--- src/rtl/risc_controller.sv ---
// risc_controller
// Eight-phase instruction sequencer for the 8-bit RISC CPU. A 3-bit phase
// counter steps through fetch (phases 0-3) and execute (phases 4-7). The
// control strobes are a combinational decode of the phase, the IR opcode
// and the ALU zero flag. HLT freezes the sequencer at phase 4 until reset.
//
// Ports:
//   clk     in   system clock, rising-edge active
//   rst     in   synchronous active-high reset
//   opcode  in   IR opcode field (HLT SKZ ADD AND XOR LDA STO JMP)
//   zero    in   ALU is_zero flag, consulted only by SKZ in phase 6
//   sel     out  address mux select (1 = PC, 0 = IR operand address)
//   rd      out  memory read strobe
//   ld_ir   out  load instruction register
//   inc_pc  out  increment PC
//   ld_pc   out  load PC from IR operand address
//   ld_ac   out  load accumulator from ALU output
//   wr      out  memory write strobe
//   data_e  out  drive accumulator onto data bus
//   halt    out  CPU halted
//   phase   out  current phase (debug)

module risc_controller (
    input  logic       clk,
    input  logic       rst,
    input  logic [2:0] opcode,
    input  logic       zero,
    output logic       sel,
    output logic       rd,
    output logic       ld_ir,
    output logic       inc_pc,
    output logic       ld_pc,
    output logic       ld_ac,
    output logic       wr,
    output logic       data_e,
    output logic       halt,
    output logic [2:0] phase
);

    typedef enum logic [2:0] {
        PH_INST_ADDR  = 3'd0,
        PH_INST_FETCH = 3'd1,
        PH_INST_LOAD  = 3'd2,
        PH_IDLE       = 3'd3,
        PH_OP_ADDR    = 3'd4,
        PH_OP_FETCH   = 3'd5,
        PH_ALU_OP     = 3'd6,
        PH_STORE      = 3'd7
    } phase_e;

    localparam logic [2:0] OP_HLT = 3'b000;
    localparam logic [2:0] OP_SKZ = 3'b001;
    localparam logic [2:0] OP_ADD = 3'b010;
    localparam logic [2:0] OP_AND = 3'b011;
    localparam logic [2:0] OP_XOR = 3'b100;
    localparam logic [2:0] OP_LDA = 3'b101;
    localparam logic [2:0] OP_STO = 3'b110;
    localparam logic [2:0] OP_JMP = 3'b111;

    phase_e phase_r;
    phase_e phase_next_s;
    logic   halted_r;
    logic   halted_next_s;
    logic   is_aluop_s;
    logic   is_skz_s;
    logic   is_sto_s;
    logic   is_jmp_s;
    logic   is_hlt_s;

    // Phase and sticky-halt state register; reset wins over freeze and advance.
    always_ff @(posedge clk) begin
        if (rst) begin
            phase_r  <= PH_INST_ADDR;
            halted_r <= 1'b0;
        end else begin
            phase_r  <= phase_next_s;
            halted_r <= halted_next_s;
        end
    end

    // Next-state sequencing and per-phase strobe decode.
    always_comb begin
        phase_next_s  = phase_r;
        halted_next_s = halted_r;
        sel           = 1'b0;
        rd            = 1'b0;
        ld_ir         = 1'b0;
        inc_pc        = 1'b0;
        ld_pc         = 1'b0;
        ld_ac         = 1'b0;
        wr            = 1'b0;
        data_e        = 1'b0;
        halt          = 1'b0;
        phase         = 3'd0;

        is_aluop_s = (opcode == OP_ADD) || (opcode == OP_AND) ||
                     (opcode == OP_XOR) || (opcode == OP_LDA);
        is_skz_s   = (opcode == OP_SKZ);
        is_sto_s   = (opcode == OP_STO);
        is_jmp_s   = (opcode == OP_JMP);
        is_hlt_s   = (opcode == OP_HLT);

        // Sequencing: once halted, hold phase 4; HLT is caught in phase 4
        // so the single inc_pc of that cycle still happens.
        if (halted_r) begin
            phase_next_s  = PH_OP_ADDR;
            halted_next_s = 1'b1;
        end else if ((phase_r == PH_OP_ADDR) && is_hlt_s) begin
            phase_next_s  = PH_OP_ADDR;
            halted_next_s = 1'b1;
        end else begin
            phase_next_s  = phase_e'(phase_r + 3'd1);
            halted_next_s = 1'b0;
        end

        // Strobes: reset blanks everything, halted exposes only halt.
        if (rst) begin
            phase = 3'd0;
        end else if (halted_r) begin
            phase = phase_r;
            halt  = 1'b1;
        end else begin
            phase = phase_r;
            case (phase_r)
                PH_INST_ADDR: begin
                    sel = 1'b1;
                end
                PH_INST_FETCH: begin
                    sel = 1'b1;
                    rd  = 1'b1;
                end
                PH_INST_LOAD, PH_IDLE: begin
                    sel   = 1'b1;
                    rd    = 1'b1;
                    ld_ir = 1'b1;
                end
                PH_OP_ADDR: begin
                    inc_pc = 1'b1;
                    halt   = is_hlt_s;
                end
                PH_OP_FETCH: begin
                    rd = is_aluop_s;
                end
                PH_ALU_OP: begin
                    rd     = is_aluop_s;
                    inc_pc = is_skz_s & zero;
                    ld_pc  = is_jmp_s;
                    data_e = is_sto_s;
                end
                PH_STORE: begin
                    rd     = is_aluop_s;
                    ld_ac  = is_aluop_s;
                    inc_pc = is_jmp_s;
                    ld_pc  = is_jmp_s;
                    wr     = is_sto_s;
                    data_e = is_sto_s;
                end
                default: begin
                    sel = 1'b0;
                end
            endcase
        end
    end

endmodule

--- config.mk ---
export PLATFORM = sky130hd
export DESIGN_NAME = risc_controller
export DESIGN_NICKNAME = d
export VERILOG_FILES = /design/src/rtl/risc_controller.sv
export SDC_FILE = /design/constraint.sdc
export NUM_CORES = 1
export LEC_CHECK = 0
export CORE_AREA = 2 2 39 41
export CTS_CLUSTER_SIZE = 28
export DETAILED_ROUTE_END_ITERATION = 8
export DIE_AREA = 0 0 41 43
export PLACE_DENSITY = 0.67
export SLEW_MARGIN = 20
export SYNTH_ARGS = -nofsm -noshare
export SYNTH_HDL_FRONTEND = slang
export SYNTH_SLANG_ARGS = --single-unit
export TNS_END_PERCENT = 10
--- constraint.sdc ---
create_clock -name clk -period 1.9 [get_ports clk]
set_input_delay 0.38 -clock clk [delete_from_list [all_inputs] [get_ports clk]]
set_output_delay 0.38 -clock clk [all_outputs]
set_load 0.05 [all_outputs]
After elaboration in Yosys (flattened, before gate mapping)

Index checks and enable logic that the tools add are counted.

Logic and storage cells: 63
Output and inout bits: 12
Input port bits: 6
Register bits: 4

Eq/ne operators: 14
Add/subtract/negate cells: 1
Muxes and demuxes: 32
Bitwise operators: 1
Reduce and logical (&&, ||, !) cells: 12

Operators by type and width:

| kind                  | count |
|---|---|
| $mux W1               | 27 |
| $eq A3 B3 Y1 const B  | 8 |
| $eq A3 B2 Y1 const B  | 4 |
| $mux W3               | 3 |
| $reduce_or A3 Y1      | 3 |
| $eq A3 B1 Y1 const B  | 2 |
| $logic_not A3 Y1      | 2 |
| $reduce_or A2 Y1      | 2 |
| $reduce_or A4 Y1      | 1 |
| $add A3 B1 Y3 const B | 1 |
| $logic_or A1 B1 Y1    | 3 |
| $pmux W1 S3           | 1 |
| $pmux W1 S2           | 1 |
| $and A1 B1 Y1         | 1 |
| $logic_and A1 B1 Y1   | 1 |

Depth between registers and ports, before layout

Depth after elaboration: 7
Gate-level depth with buffers: 5
Depth with buffers taken out: 5

Least setup slack after synthesis

No wires, ideal clock.

Kind: reg2out
Start point: reg phase_r[0]
End point: out inc_pc
Path buffers: 0
Data arrival time: 2,151 ps
Path slack: -631 ps
Cell stages (with the launch flop): 5
Required time: 1,520 ps
Cells stage by stage: dfxtp_1 > ha_1 > ha_1 > nand4_1 > a311oi_1

Cells in the longest elaborated chain, start to end: 4
Elaborated cells on any way between the ends: 6
Those cells by class: 3 x eq/ne; 3 x mux

RTL lines:

| item                     | line | RTL |
|---|---|---|
| start: declaration       | 60   | `phase_e phase_r;` |
| start signal: assignment | 76   | `phase_r <= phase_next_s;` |
| $eq A3 B3 Y1             | 124  | `case (phase_r)` |
| $pmux W1 S3 (*)          | 124  |  |
| $mux W1 (*)              | 119  | `end else if (halted_r) begin` |
| $mux W1 (*)              | 117  | `if (rst) begin` |
| end: declaration         | 31   | `output logic inc_pc,` |

Every way passes the cells marked *; elsewhere a longest branch is shown, timed or not.

Worst setup path in the final report

Start point: reg phase_r[1]
End point: out rd

Cells in the longest elaborated chain, start to end: 5
Elaborated cells on any way between the ends: 11
Those cells by class: 6 x eq/ne; 3 x mux; 2 x reduce/logical

RTL lines:

| item                                 | line | RTL |
|---|---|---|
| $eq A3 B3 Y1 (tied with other cells) | 124  |  |
| $reduce_or A3 Y1 (no line)           | n/a  |  |
| $pmux W1 S2 (*)                      | 124  |  |
| $mux W1 (*)                          | 119  |  |
| $mux W1 (*)                          | 117  |  |
| end: declaration                     | 29   | `output logic rd,` |

Marked as above.

==> flow_summary.rst <==
.. list-table::
   :header-rows: 1

   * - Metric
     - Value
   * - Final min period
     - 1.98 ns
   * - 1st-pass router iterations
     - 2
   * - Area occupied by multi-input gates
     - 458 um^2
   * - Mean Syn Cell Area
     - 7.63 um^2
   * - Overall die area
     - 1760 um^2
   * - CTS tree
     - yes
   * - Area growth from synthesis to layout
     - 170%
   * - Post-Route Skew
     - 0.00209 ns
   * - Total Routing Usage GR
     - 0.216
   * - Number of vias per cell
     - 5.06
   * - Setup ws final
     - -0.0788 ns
   * - Period utilization
     - 1.04
   * - Required @ worst endpoint
     - 1.52 ns
   * - Failing checks
     - negative setup slack
   * - Top-area cell type share of the netlist area
     - 0.230
   * - Leak
     - 0.416 nW
   * - Placed cells
     - 97
   * - Register bit count reported by yosys
     - 4
   * - Final nets
     - 100
   * - Logic depth of the worst register-to-register path
     - 6
   * - Vias in the first global route
     - 571
   * - Top cells by area in the synthesized netlist
     - ha_1 23%, dfxtp_1 21%, nor2_1 7.9%
   * - Synthesized area
     - 382 um^2
   * - Wire length reported by the detailed router
     - 1.57 mm
   * - Drt drc
     - 0
   * - Die height
     - 43 um
   * - Maximum capacitance violations
     - 0
   * - Relative slew margins
     - 0.775
   * - CP Launch Type
     - flop
   * - Worst min-delay path class
     - reg2reg
   * - Top FF cell, synth
     - dfxtp_1
   * - Number of stages on the worst hold path
     - 1
   * - Net Sw Power
     - 177 uW
   * - Switching power share of the total
     - 0.380
   * - Number of diodes added for antenna fixing
     - 0
   * - Number of synthesized flops with an enable pin
     - 0
   * - Yosys top cell by area
     - ha_1
   * - Placed instance area
     - 825 um^2
   * - Commonest cells in the synthesized netlist
     - 8 x nor2_1, 7 x ha_1, 5 x a21oi_1
   * - Final standard cell area without fillers
     - 1030 um^2
   * - Hold Path Origin
     - phase_r[0]
   * - Areal power density over the cells
     - 453 nW/um^2
   * - Maximum number of pins on one net before global-route repair
     - 8
   * - Final weighted congestion in routability-driven placement
     - 0.826
   * - Root cell of the clock tree
     - clkbuf_4
   * - Wire length of the first global-routing pass
     - 2.58 mm
   * - Syn nets
     - 63
   * - Final Hold Vio Count
     - 0
   * - Internal Pwr Total
     - 289 uW
   * - Internal reg-to-reg setup slack
     - 0.53 ns
   * - Reg2Reg Launch Point
     - phase_r[1]
   * - Total power after layout
     - 467 uW
   * - # clock sinks
     - 4
   * - Area taken by flip-flops and latches
     - 88.8 um^2
   * - I/O pin count
     - 18
   * - Number of buffers between clock root and the deepest sink
     - 2
   * - Final global-route overflow total
     - 0
   * - Iter 0 DRT Violations
     - 8
   * - Number of endpoints failing setup at the final stage
     - 5
   * - Result of the run
     - finished, violations left
   * - Clk network pwr share
     - 0.216
   * - Peak supply drop
     - 0.401 mV
   * - Post-Layout Cell Count
     - 101
   * - Dpl hpwl
     - 1.07 mm
   * - Total CTS buffers
     - 3
   * - Insertion delay of the later-clocked pin in the worst-skew pair
     - 0.23 ns
   * - Crit Path Max Fanout
     - 5
   * - Endpoint of the worst register-to-register path
     - phase_r[0]
   * - Fill count
     - 92
   * - Share of power burned in combinational logic
     - 0.556
   * - Placeable core area
     - 1380 um^2
   * - Quantity of I/O buffers inserted on ports
     - 17
   * - Initial Util
     - 0.276
   * - Crit path arrival time
     - 1.60 ns
   * - Chip width
     - 41 um
   * - Fraction of power consumed by sequential logic
     - 0.228
   * - Initial antenna violation count
     - 0
   * - Post-synth ARST share
     - 0
   * - Layout cells sized above 1
     - 0.682
   * - Clock-pin transition on the worst setup and hold timing paths
     - 0.03 ns
   * - Total number of vias
     - 511
   * - Total number of yosys warnings
     - 0
   * - Worst-Margin Slew
     - 0.337 ns
   * - Hold_buf cts
     - 0
   * - Setup Slack @ Placement
     - -0.299 ns
   * - Endpoint of the worst hold-timing path
     - phase_r[0]
   * - Number of unique standard cell types used by synthesis
     - 21
   * - Max Clk Rate
     - 505 MHz
   * - Antenna viol nets, final
     - 0
   * - Instance count of the mapped netlist
     - 50
   * - Average wire per cell in the routed design
     - 15.5 um
   * - Number of standard-cell rows in the floorplan
     - 14
   * - Most numerous cell in the Yosys netlist
     - nor2_1
   * - Unrepaired setup endpoints after global routing
     - yes
   * - # H-tree levels
     - 1
   * - Type of element capturing the critical path
     - primary output
   * - Final-report max-slew violation count
     - 0
   * - Portion of the post-synthesis area used by sequential elements
     - 0.210
   * - Type of the worst setup path
     - reg2out
==> routing by layer <==
metal | up-vias | track usage | wire length, um | share of wire
met2 | 12 | 0.347 | 861 | 0.55
li1 | 254 | - | - | -
met1 | 241 | 0.249 | 612 | 0.39
met5 | - | 0 | 0 | 0
met3 | 4 | 0.0419 | 40 | 0.026
met4 | 0 | 0.127 | 51 | 0.033
==> cell type report <==
cell class	instances	share of cell area
clock buffer	3	0.0219
timing repair buffer	33	0.408
tap	16	0.0194
sequential	4	0.0863
inverter	4	0.0194
multi-input combinational	41	0.445
==> flip-flops by register name, summed over array words and instances, names as in the netlist <==
name	cells
halted_r	1
phase_r	3
==> kinds of logic after synthesis <==
family	share of synthesized area
flip-flops	0.210
AO/OA/AOI/OAI	0.203
XOR/XNOR	0.0230
adder cells (fa/ha/maj)	0.229
AND/OR/NAND/NOR	0.285
buffers and inverters	0.0492
==> stage by stage <==
stage / utilization / setup TNS, ns / hold slack [ns]
after floorplan: - / -1.27 / 0.453
after global placement: 0.596 / -0.889 / 0.466
after detailed placement: 0.596 / -1.13 / 0.470
after CTS: 0.714 / -0.262 / 0.471
after global routing: 0.744 / -0.534 / 0.483
final: 0.744 / -0.245 / 0.470
==> cells in the final DEF, fill, tap and decap left out, drive strengths merged, types with 2 or more instances in the layout <==
master       count
a21oi            5
nor3             3
inv              4
dlygate4sd2      3
dfxtp            4
nor2             8
clkbuf           3
ha               7
nor3b            2
buf             28
nand2            4
==> critical path, stage by stage, from the launching register on <==
cell	delay [ns]
dfxtp_4	0.38
ha_4	0.17
ha_4	0.16
o21ai_1	0.11
a2111oi_4	0.36
buf_12	0.18
==> power groups by stage <==
stage               logic, mW  registers [mW]  clock network (mW)
floorplan               0.101          0.0981                   0
global placement        0.203          0.0982                   0
detailed placement      0.209          0.0989                   0
CTS                     0.247           0.106               0.107
global route            0.274           0.108               0.112
finish                  0.260           0.106               0.101
==> worst max-delay path by stage <==
stage,start,to,slack [ns],cells past startpoint
6_report,phase_r[1],rd,-0.08,5
5_1_grt,phase_r[0],inc_pc,-0.15,7
4_1_cts,phase_r[0],rd,-0.08,6
3_5_place_dp,opcode[2],rd,-0.30,5
3_3_place_gp,opcode[2],rd,-0.28,5
2_1_floorplan,phase_r[0],data_e,-0.35,4
==> what timing repair did <==
action,4_1_cts,5_1_grt
pin swaps,12,1
endpoints found under the hold margin,0,0
setup buffers,1,0
setup endpoints to repair,7,12
gates resized for setup,36,10
(Power assumes the default switching activity.)
